## src/rtl/bootrom_copy_pkg.sv

```systemverilog
// Shared types and constants for the boot ROM copy engine.
package bootrom_copy_pkg;

    localparam int unsigned FIFO_DEPTH_DEF = 2;
    localparam int unsigned CNT_WIDTH_DEF  = 16;
    localparam int unsigned WORD_BYTES     = 8;
    localparam int unsigned ADDR_W         = 64;
    localparam int unsigned DATA_W         = 64;

    localparam logic [1:0] ST_IDLE  = 2'd0;
    localparam logic [1:0] ST_RUN   = 2'd1;
    localparam logic [1:0] ST_DRAIN = 2'd2;
    localparam logic [1:0] ST_DONE  = 2'd3;

    typedef enum logic [1:0] {
        IDLE  = ST_IDLE,
        RUN   = ST_RUN,
        DRAIN = ST_DRAIN,
        DONE  = ST_DONE
    } state_e;

    // Byte address of word idx counted from base; wraps modulo 2^64.
    function automatic logic [ADDR_W-1:0] word_addr(input logic [ADDR_W-1:0] base,
                                                    input logic [ADDR_W-1:0] idx);
        return base + (idx * ADDR_W'(WORD_BYTES));
    endfunction

    // Force a byte address onto a word boundary.
    function automatic logic [ADDR_W-1:0] align_word(input logic [ADDR_W-1:0] a);
        return a & ~ADDR_W'(WORD_BYTES - 1);
    endfunction

endpackage

```

## src/rtl/bootrom_copy_fifo.sv

```systemverilog
// Small synchronous FIFO buffering ROM read data ahead of the write port.
module bootrom_copy_fifo #(
    parameter int unsigned Depth = 2,
    parameter int unsigned Width = 64,
    localparam int unsigned PtrW = $clog2(Depth),
    localparam int unsigned CntW = PtrW + 1
) (
    input  logic             clk_i,
    input  logic             rst_i,
    input  logic             push_i,
    input  logic [Width-1:0] wdata_i,
    input  logic             pop_i,
    output logic [Width-1:0] rdata_o,
    output logic             full_o,
    output logic             empty_o,
    output logic [CntW-1:0]  count_o
);

    logic [Width-1:0] mem_q [Depth];
    logic [PtrW-1:0]  wr_ptr_q, rd_ptr_q;
    logic [CntW-1:0]  count_q;
    logic             do_push, do_pop;

    assign empty_o = (count_q == '0);
    assign full_o  = (count_q == CntW'(Depth));
    assign count_o = count_q;
    assign do_pop  = pop_i && !empty_o;
    assign do_push = push_i && (!full_o || do_pop);
    // Head is forced to zero when empty so stale entries never leak out.
    assign rdata_o = empty_o ? '0 : mem_q[rd_ptr_q];

    // Storage array, written on accepted push.
    always_ff @(posedge clk_i) begin
        if (do_push) begin
            mem_q[wr_ptr_q] <= wdata_i;
        end
    end

    // Pointers and occupancy; power-of-two depth lets pointers wrap naturally.
    always_ff @(posedge clk_i or posedge rst_i) begin
        if (rst_i) begin
            wr_ptr_q <= '0;
            rd_ptr_q <= '0;
            count_q  <= '0;
        end else begin
            if (do_push) wr_ptr_q <= wr_ptr_q + PtrW'(1);
            if (do_pop)  rd_ptr_q <= rd_ptr_q + PtrW'(1);
            count_q <= count_q + CntW'(do_push) - CntW'(do_pop);
        end
    end

`ifndef SYNTHESIS
    // Overflow guard: a push into a full FIFO without a same-cycle pop loses data.
    always_ff @(posedge clk_i) begin
        if (!rst_i) begin
            assert (!(push_i && full_o && !do_pop));
        end
    end
`endif

endmodule

```

## src/rtl/bootrom_copy_engine.sv

```systemverilog
// Copies a block of 64-bit words from the boot ROM onto a valid/ready write port.
module bootrom_copy_engine
    import bootrom_copy_pkg::*;
#(
    parameter int unsigned FifoDepth = FIFO_DEPTH_DEF,
    parameter int unsigned CntWidth  = CNT_WIDTH_DEF
) (
    input  logic                clk_i,
    input  logic                rst_i,
    input  logic                start_i,
    input  logic [63:0]         src_addr_i,
    input  logic [63:0]         dst_addr_i,
    input  logic [CntWidth-1:0] num_words_i,
    output logic                busy_o,
    output logic                done_o,
    output logic [CntWidth-1:0] words_done_o,
    output logic                rom_req_o,
    output logic [63:0]         rom_addr_o,
    input  logic [63:0]         rom_rdata_i,
    output logic                wr_valid_o,
    output logic [63:0]         wr_addr_o,
    output logic [63:0]         wr_data_o,
    input  logic                wr_ready_i
);

    localparam int unsigned FifoCntW = $clog2(FifoDepth) + 1;

    state_e                state_q, state_d;
    logic [63:0]           src_q, src_d, dst_q, dst_d;
    logic [CntWidth-1:0]   num_q, num_d;
    logic [CntWidth-1:0]   rd_cnt_q, rd_cnt_d, wr_cnt_q, wr_cnt_d;
    logic                  inflight_q;
    logic                  busy_q, busy_d, done_q, done_d;
    logic                  rom_req_c, fifo_pop_c;
    logic                  fifo_full, fifo_empty;
    logic [FifoCntW-1:0]   fifo_count;
    logic [63:0]           fifo_rdata;
    logic [31:0]           occ_c;

    assign fifo_pop_c = !fifo_empty && wr_ready_i;
    // Slots committed after this cycle: buffered + in flight - leaving now.
    assign occ_c = 32'(fifo_count) + 32'(inflight_q) - 32'(fifo_pop_c);

    bootrom_copy_fifo #(
        .Depth (FifoDepth),
        .Width (DATA_W)
    ) u_fifo (
        .clk_i   (clk_i),
        .rst_i   (rst_i),
        .push_i  (inflight_q),
        .wdata_i (rom_rdata_i),
        .pop_i   (fifo_pop_c),
        .rdata_o (fifo_rdata),
        .full_o  (fifo_full),
        .empty_o (fifo_empty),
        .count_o (fifo_count)
    );

    // Next-state, counter and ROM request logic.
    always_comb begin
        state_d   = state_q;
        src_d     = src_q;
        dst_d     = dst_q;
        num_d     = num_q;
        rd_cnt_d  = rd_cnt_q;
        wr_cnt_d  = wr_cnt_q + CntWidth'(fifo_pop_c);
        rom_req_c = 1'b0;

        case (state_q)
            IDLE: begin
                if (start_i) begin
                    src_d    = align_word(src_addr_i);
                    dst_d    = align_word(dst_addr_i);
                    num_d    = num_words_i;
                    rd_cnt_d = '0;
                    wr_cnt_d = '0;
                    state_d  = (num_words_i == '0) ? DONE : RUN;
                end
            end
            RUN: begin
                rom_req_c = (rd_cnt_q < num_q) && (occ_c < FifoDepth);
                if (rom_req_c) begin
                    rd_cnt_d = rd_cnt_q + CntWidth'(1);
                end
                if (rd_cnt_q == num_q) begin
                    state_d = DRAIN;
                end
            end
            DRAIN: begin
                if (wr_cnt_d == num_q) begin
                    state_d = DONE;
                end
            end
            DONE: begin
                state_d = IDLE;
            end
            default: begin
                state_d = IDLE;
            end
        endcase

        busy_d = (state_d != IDLE);
        done_d = (state_d == DONE);
    end

    // State, latched transfer parameters, counters and registered status.
    always_ff @(posedge clk_i or posedge rst_i) begin
        if (rst_i) begin
            state_q    <= IDLE;
            src_q      <= '0;
            dst_q      <= '0;
            num_q      <= '0;
            rd_cnt_q   <= '0;
            wr_cnt_q   <= '0;
            inflight_q <= 1'b0;
            busy_q     <= 1'b0;
            done_q     <= 1'b0;
        end else begin
            state_q    <= state_d;
            src_q      <= src_d;
            dst_q      <= dst_d;
            num_q      <= num_d;
            rd_cnt_q   <= rd_cnt_d;
            wr_cnt_q   <= wr_cnt_d;
            inflight_q <= rom_req_c;
            busy_q     <= busy_d;
            done_q     <= done_d;
        end
    end

    assign busy_o       = busy_q;
    assign done_o       = done_q;
    assign words_done_o = wr_cnt_q;
    assign rom_req_o    = rom_req_c;
    assign rom_addr_o   = word_addr(src_q, 64'(rd_cnt_q));
    assign wr_valid_o   = !fifo_empty;
    assign wr_addr_o    = word_addr(dst_q, 64'(wr_cnt_q));
    assign wr_data_o    = fifo_rdata;

`ifndef SYNTHESIS
    logic        hold_q;
    logic [63:0] hold_addr_q, hold_data_q;

    // Protocol checks: aligned ROM address, no FIFO overrun, write beat stable until taken.
    always_ff @(posedge clk_i or posedge rst_i) begin
        if (rst_i) begin
            hold_q      <= 1'b0;
            hold_addr_q <= '0;
            hold_data_q <= '0;
        end else begin
            assert (!rom_req_o || (rom_addr_o[2:0] == 3'b000));
            assert (!(inflight_q && fifo_full && !fifo_pop_c));
            if (hold_q) begin
                assert (wr_valid_o && (wr_addr_o == hold_addr_q) && (wr_data_o == hold_data_q));
            end
            hold_q      <= wr_valid_o && !wr_ready_i;
            hold_addr_q <= wr_addr_o;
            hold_data_q <= wr_data_o;
        end
    end
`endif

endmodule

```

## config.mk

```make
export PLATFORM = sky130hd
export DESIGN_NAME = bootrom_copy_engine
export DESIGN_NICKNAME = d
export VERILOG_FILES = /design/src/rtl/bootrom_copy_pkg.sv /design/src/rtl/bootrom_copy_fifo.sv /design/src/rtl/bootrom_copy_engine.sv
export SDC_FILE = /design/constraint.sdc
export NUM_CORES = 1
export LEC_CHECK = 0
export CORE_AREA = 5 5 212 214
export CTS_CLUSTER_DIAMETER = 50
export DETAILED_ROUTE_END_ITERATION = 7
export DIE_AREA = 0 0 217 219
export GPL_ROUTABILITY_DRIVEN = 0
export PLACE_DENSITY = 0.77
export SKIP_LAST_GASP = 1
export SYNTH_ARGS = -nofsm -noshare
export SYNTH_HDL_FRONTEND = slang
export SYNTH_SLANG_ARGS = --single-unit
```

## constraint.sdc

```tcl
create_clock -name clk_i -period 9.35 [get_ports clk_i]
set_input_delay 1.87 -clock clk_i [delete_from_list [all_inputs] [get_ports clk_i]]
set_output_delay 1.87 -clock clk_i [all_outputs]
set_load 0.005 [all_outputs]
```

Yosys cells after proc, flatten, opt, wreduce, memory -nomap -nowiden
Memory sizes are Yosys's and may differ from the RTL's.
Index checks and enable logic that the tools add are counted.
- flip-flop bits (word level): 179
- logic and storage cells: 62
- output and inout port bits: 212
- memories: 1
- bits in writable memories: 128
- memories (memory ; words ; bits a word ; read ports ; clocked after Yosys merged registers in ; wr ports ; line ; source):
    u_fifo.mem_q ; 2 ; 64 ; 1 ; 0 ; 1 ; bootrom_copy_fifo.sv:19 ; logic [Width-1:0] mem_q [Depth];
- $lt $le $gt $ge: 2
- mux-type cells: 14
- reduce and logical (&&, ||, !) cells: 14
- $add $sub $neg: 10
- equal/unequal tests: 9
- operators with widths (cell ; count):
    64-bit by 19-bit adder with 64-bit output ; 2
    16-bit two-way mux ; 4
    64-bit two-way mux ; 1
    16-bit == test ; 2
    32-bit by 2-bit less-than comparator with 1-bit output, second input constant ; 1
    16-bit case mux with 2 select lines ; 1
    16-bit by 1-bit adder with 16-bit output ; 1
    16-bit by 1-bit adder with 16-bit output, second input constant ; 1
    16-bit logical NOT ; 1
    16-bit less-than comparator ; 1
    2-bit == test, second input constant ; 4
    2-bit two-way mux ; 4
    2-bit case mux with 4 select lines ; 1
    1-bit logical AND ; 4
    2-bit logical NOT ; 2
    2-bit != test, second input constant ; 2
    2-bit nonzero test ; 2
    3-bit by 1-bit subtractor with 4-bit output ; 1
    2-bit by 1-bit adder with 3-bit output ; 1
    1-bit two-way mux ; 3
    3-bit AND reduction ; 1
    1-bit adder, second input constant ; 2
    2-bit by 1-bit adder with 2-bit output ; 1
    2-bit by 1-bit == test with 1-bit output, second input constant ; 1
    4 further kinds ; 5

Longest topological paths before layout
- word-level depth: 8
- mapped depth: 14
- depth with buffers taken out: 12

By module
A second synthesis with hierarchy kept.
- cells, all modules: 1664
- area total of the unflattened synthesis: 16359.4 sq um
- by module, submodules not included (module ; times used ; area an instance (sq um) ; cells each):
    bootrom_copy_engine ; 1 ; 11274.6 ; 1371
    bootrom_copy_fifo ; 1 ; 5084.9 ; 293

Worst setup path before layout
OpenSTA, ideal clock, no wires.
- kind: input to output
- from: in wr_ready_i
- to: out rom_req_o
- data required time: 7.480 ns
- arrival time: 3.822 ns
- cell stages on the path: 9
- path slack: 3.658 ns
- path through: nor2b_1 > ha_1 > nand2b_1 > fa_1 > nor4bb_1 > nand2_1 > a221oi_1 > o211ai_1 > inv_1
- word-level cells in the longest chain between the ends: 5
- ends and longest elaborated chain (item ; line ; source):
    from (decl) ; bootrom_copy_engine.sv:23 ; input logic wr_ready_i
    1-bit logical AND ; bootrom_copy_engine.sv:40 ; assign fifo_pop_c = !fifo_empty && wr_ready_i;
    3-bit by 1-bit subtractor with 4-bit output ; bootrom_copy_engine.sv:42 ; assign occ_c = 32'(fifo_count) + 32'(inflight_q) - 32'(fifo_pop_c);
    32-bit by 2-bit less-than comparator with 1-bit output ; bootrom_copy_engine.sv:81 ; rom_req_c = (rd_cnt_q < num_q) && (occ_c < FifoDepth);
    1-bit logical AND ; bootrom_copy_engine.sv:81 ;
    1-bit two-way mux ; bootrom_copy_engine.sv:69 ; case (state_q)
    to (decl) ; bootrom_copy_engine.sv:17 ; output logic rom_req_o,
No other way between the ends.

Final worst setup path
Same ends and word-level chain as after synthesis.

==> summary.txt <==
Status
  – Run status: completed

Min path
  – Worst Hold Depth: 1
  – Hold Crit Start: dst_q[18]
  – Hold Crit Class: flop to flop
  – Hold Path End: dst_q[18]

Pwr
  – PD cells: 304.7 mW/mm^2
  – Power share of the sequential group: 33.0%
  – Switching share of power: 33.12%
  – Sw power: 2.245 mW
  – Gate power share: 41.9%
  – Lkg Pwr: 8.961 nW
  – VDD IR-drop max: 0.1888 mV
  – Clk pwr share: 25.1%
  – Pint: 4.534 mW

Drt
  – Antenna-violating nets left: 0
  – Met3 wire len: 5174 um
  – Pre-Repair DR Iteration Count: 8
  – DRC Markers: 0
  – Via count: 12780
  – Vias/cell: 5.325
  – Initial DRC count: 1038
  – Final WL: 48550 um
  – Routed wl met2: 23620 um
  – Top sig layer: met5
  – Routed length on met1: 18460 um
  – Avg WL per Cell: 20.23 um

STA
  – RSZ-0062 raised after global routing: false
  – Clock Skew: 19.62 ps
  – Endpoints failing hold: 0
  – Tmin final: 7189 ps
  – Hold slack final: 516.2 ps
  – Final setup TNS: 0 ps
  – Final Cycle Share: 76.89%
  – Fmax: 0.1391 GHz
  – Worst setup margin: 2161 ps
  – Slew HR: 30.19%
  – Setup violations, final: 0
  – Slew Limit Fails: 0
  – Slew @ Worst Pin: 1047 ps

Yosys
  – Primary FF master, synth: dfrtp_1
  – Part of the Yosys area used for sequential elements: 51.71%
  – Total of warnings raised by yosys: 0
  – Post-Syn Area: 0.01609 sq mm
  – Post-synth EDFFs: 128
  – Synthesized instance count: 1407
  – Async SR Flop Fraction: 58.31%
  – Syn_area_per_cell: 11.44 sq um
  – Seq cells post-synth: 307
  – Synth unique cells: 69

Placed design
  – Port-buffer cells: 411
  – Pre-CTS setup slack: 2163 ps
  – Dpl hpwl: 35700 um

Global route
  – Grt total ovfl: 0
  – Global-route wire length before repair: 73840 um
  – Antenna violations before repair: 11
  – Gr usage total: 19.51%
  – Vias in the first global route: 13240
  – Largest net degree at the start of global routing: 108

Clock network
  – CTS buffer count: 43
  – Worst-path clk slew: 50 ps
  – Worst-Skew Late Latency: 550 ps
  – Clock buffer depth: 3
  – Root Driver: clkbuf_16
  – CTS resizes: 0
  – Number of post-CTS setup repair buffers: 0
  – # hold bufs at CTS: 0
  – CTS sink count: 307
  – Htree depth: 2
  – CTS tree: yes

Die
  – Initial Util: 37.69%
  – Die Area: 0.04752 sq mm
  – Die Wd: 217 um
  – IO Count: 424
  – Std cell rows: 76
  – Die Y: 219 um
  – Core Footprint: 0.04270 sq mm

Worst setup path
  – R2R setup slack: 4880 ps
  – Worst-path maximum fanout: 3
  – Worst setup EP type: output pin
  – CP Launch Type: input pin
  – FF-to-FF path depth: 12
  – R2R Path End: rd_cnt_q[14]
  – Reg2Reg Launch Point: u_fifo.count_o[1]
  – Data arrival, critical path: 5320 ps
  – Worst path required time: 7480 ps
  – CP Class: input pin to output pin

Layout
  – Area delta synth->final: 38.24%
  – Final nets: 2088
  – Share of layout cells above drive strength 1: 12.11%

Run
  – Max-cap violations: 0
-- power by group through the flow --
stage / clock network, mW / registers (mW) / logic, mW
after floorplan: 0 / 2.13 / 1.44
after global placement: 0 / 2.23 / 2.80
after detailed placement: 0 / 2.25 / 2.85
after CTS: 1.74 / 2.23 / 2.87
after global routing: 1.80 / 2.30 / 3.07
final: 1.70 / 2.24 / 2.84
-- worst max path at each step --
stage / start / endpoint / depth (start not counted) / slack, ps
finish: wr_ready_i / rom_req_o / 11 / 2160
detailed placement: wr_ready_i / rom_req_o / 11 / 2160
CTS: wr_ready_i / rom_req_o / 11 / 2150
global route: wr_ready_i / rom_req_o / 11 / 1950
floorplan: rst_i / busy_o / 1 / 2620
global placement: wr_ready_i / rom_req_o / 11 / 2200
-- critical path, stage by stage --
cell and delay [ps]:
clkdlybuf4s50_1 490, nor2b_1 320, ha_1 290, nand2b_1 170, fa_1 480, nor4bb_1 280
nand2_1 80, a221oi_1 370, o211ai_1 230, inv_1 170, clkdlybuf4s50_1 560
-- cells in the final DEF, fill, tap and decap left out, types with 4 or more instances in the layout --
master / n
a31oi_1: 8
and3_2: 4
a21o_1: 15
nand2_1: 78
inv_1: 44
o31a_1: 4
nand4_1: 34
nor4_1: 14
dfrtp_1: 178
clkbuf_16: 45
mux2i_1: 66
xor2_1: 53
o211ai_1: 6
a21oi_1: 51
nand3_1: 53
clkbuf_1: 4
and4_1: 13
nor2b_1: 11
bufinv_16: 6
edfxtp_1: 128
buf_4: 10
and3_1: 33
clkdlybuf4s50_1: 411
conb_1: 6
and2_1: 4
xnor2_1: 85
or3_1: 16
o21ai_0: 50
ha_1: 55
nor2_1: 122
nand2b_1: 4
nor3_1: 26
mux2_2: 121
o21a_1: 7
clkinv_2: 6
inv_6: 6
nand3b_1: 4
nor3b_1: 8
diode_2: 4
-- per-stage QoR --
| step | instances | utilization [%] | area [sq um] | total power, mW |
|---|---|---|---|---|
| floorplan | 1412 | - | 16110 | 3.567 |
| finish | 2400 | 52.11 | 22250 | 6.780 |
| global placement | 2319 | 48.60 | 20750 | 5.028 |
| CTS | 2396 | 52.09 | 22240 | 6.845 |
| detailed placement | 2319 | 48.60 | 20750 | 5.100 |
| global route | 2397 | 52.09 | 22240 | 7.160 |
-- metal layers --
metal  vias to the layer above  GRT usage, %
met4                        12         5.288
li1                       5919             -
met3                        95         7.173
met1                      6154         23.04
met2                       599         33.70
met5                         -             0
-- cell type report --
type / instances / area (sq um)
diodes: 4 / 10.01
fillers: 3614 / 20450
flip-flops and latches: 307 / 8327
inverters: 45 / 173.9
well taps: 546 / 683.2
repair buffers: 421 / 4189
clock inverters: 26 / 321.6
multi-input cells: 1000 / 7376
clock buffers: 51 / 1169
-- kinds of logic after synthesis --
logic type / synth area share [%]
and+or+nand+nor: 14.14
DFF: 51.71
muxes: 12.57
AOI/OAI and AO/OA: 6.282
xor gates and xnor gates: 7.891
buffers and inverters: 2.729
adders and majority gates: 4.649
other: 0.02330
-- Yosys cell counts (7+ instances only) --
master / n / share of area (%)
mux2_2: 121 / 8.5
mux2i_1: 66 / 4.1
nand4_1: 34 / 1.3
o21a_1: 7 / 0.33
buf_4: 7 / 0.33
nor3_1: 26 / 0.81
o21ai_0: 50 / 1.6
a21oi_1: 52 / 1.6
inv_1: 45 / 1.0
dfrtp_1: 179 / 28
or3_1: 16 / 0.62
xnor2_1: 85 / 4.6
nor2b_1: 12 / 0.47
a21o_1: 15 / 0.70
and4_1: 13 / 0.71
nand2_1: 78 / 1.8
a31oi_1: 8 / 0.31
nand3_1: 53 / 1.6
edfxtp_1: 128 / 24
nor2_1: 123 / 2.9
nor3b_1: 9 / 0.42
clkbuf_1: 40 / 0.93
nor4_1: 14 / 0.54
ha_1: 55 / 4.3
xor2_1: 53 / 2.9
and3_1: 33 / 1.3
-- state kept, by name, indices dropped and copies added, names as in the netlist, 2 cells and up --
register / count
dst_q: 61
words_done_o: 16
u_fifo.mem_q: 128
rd_cnt_q: 16
src_q: 61
num_q: 16
u_fifo.count_o: 2
state_q: 2
No activity file was read; power rests on OpenSTA's default activity.
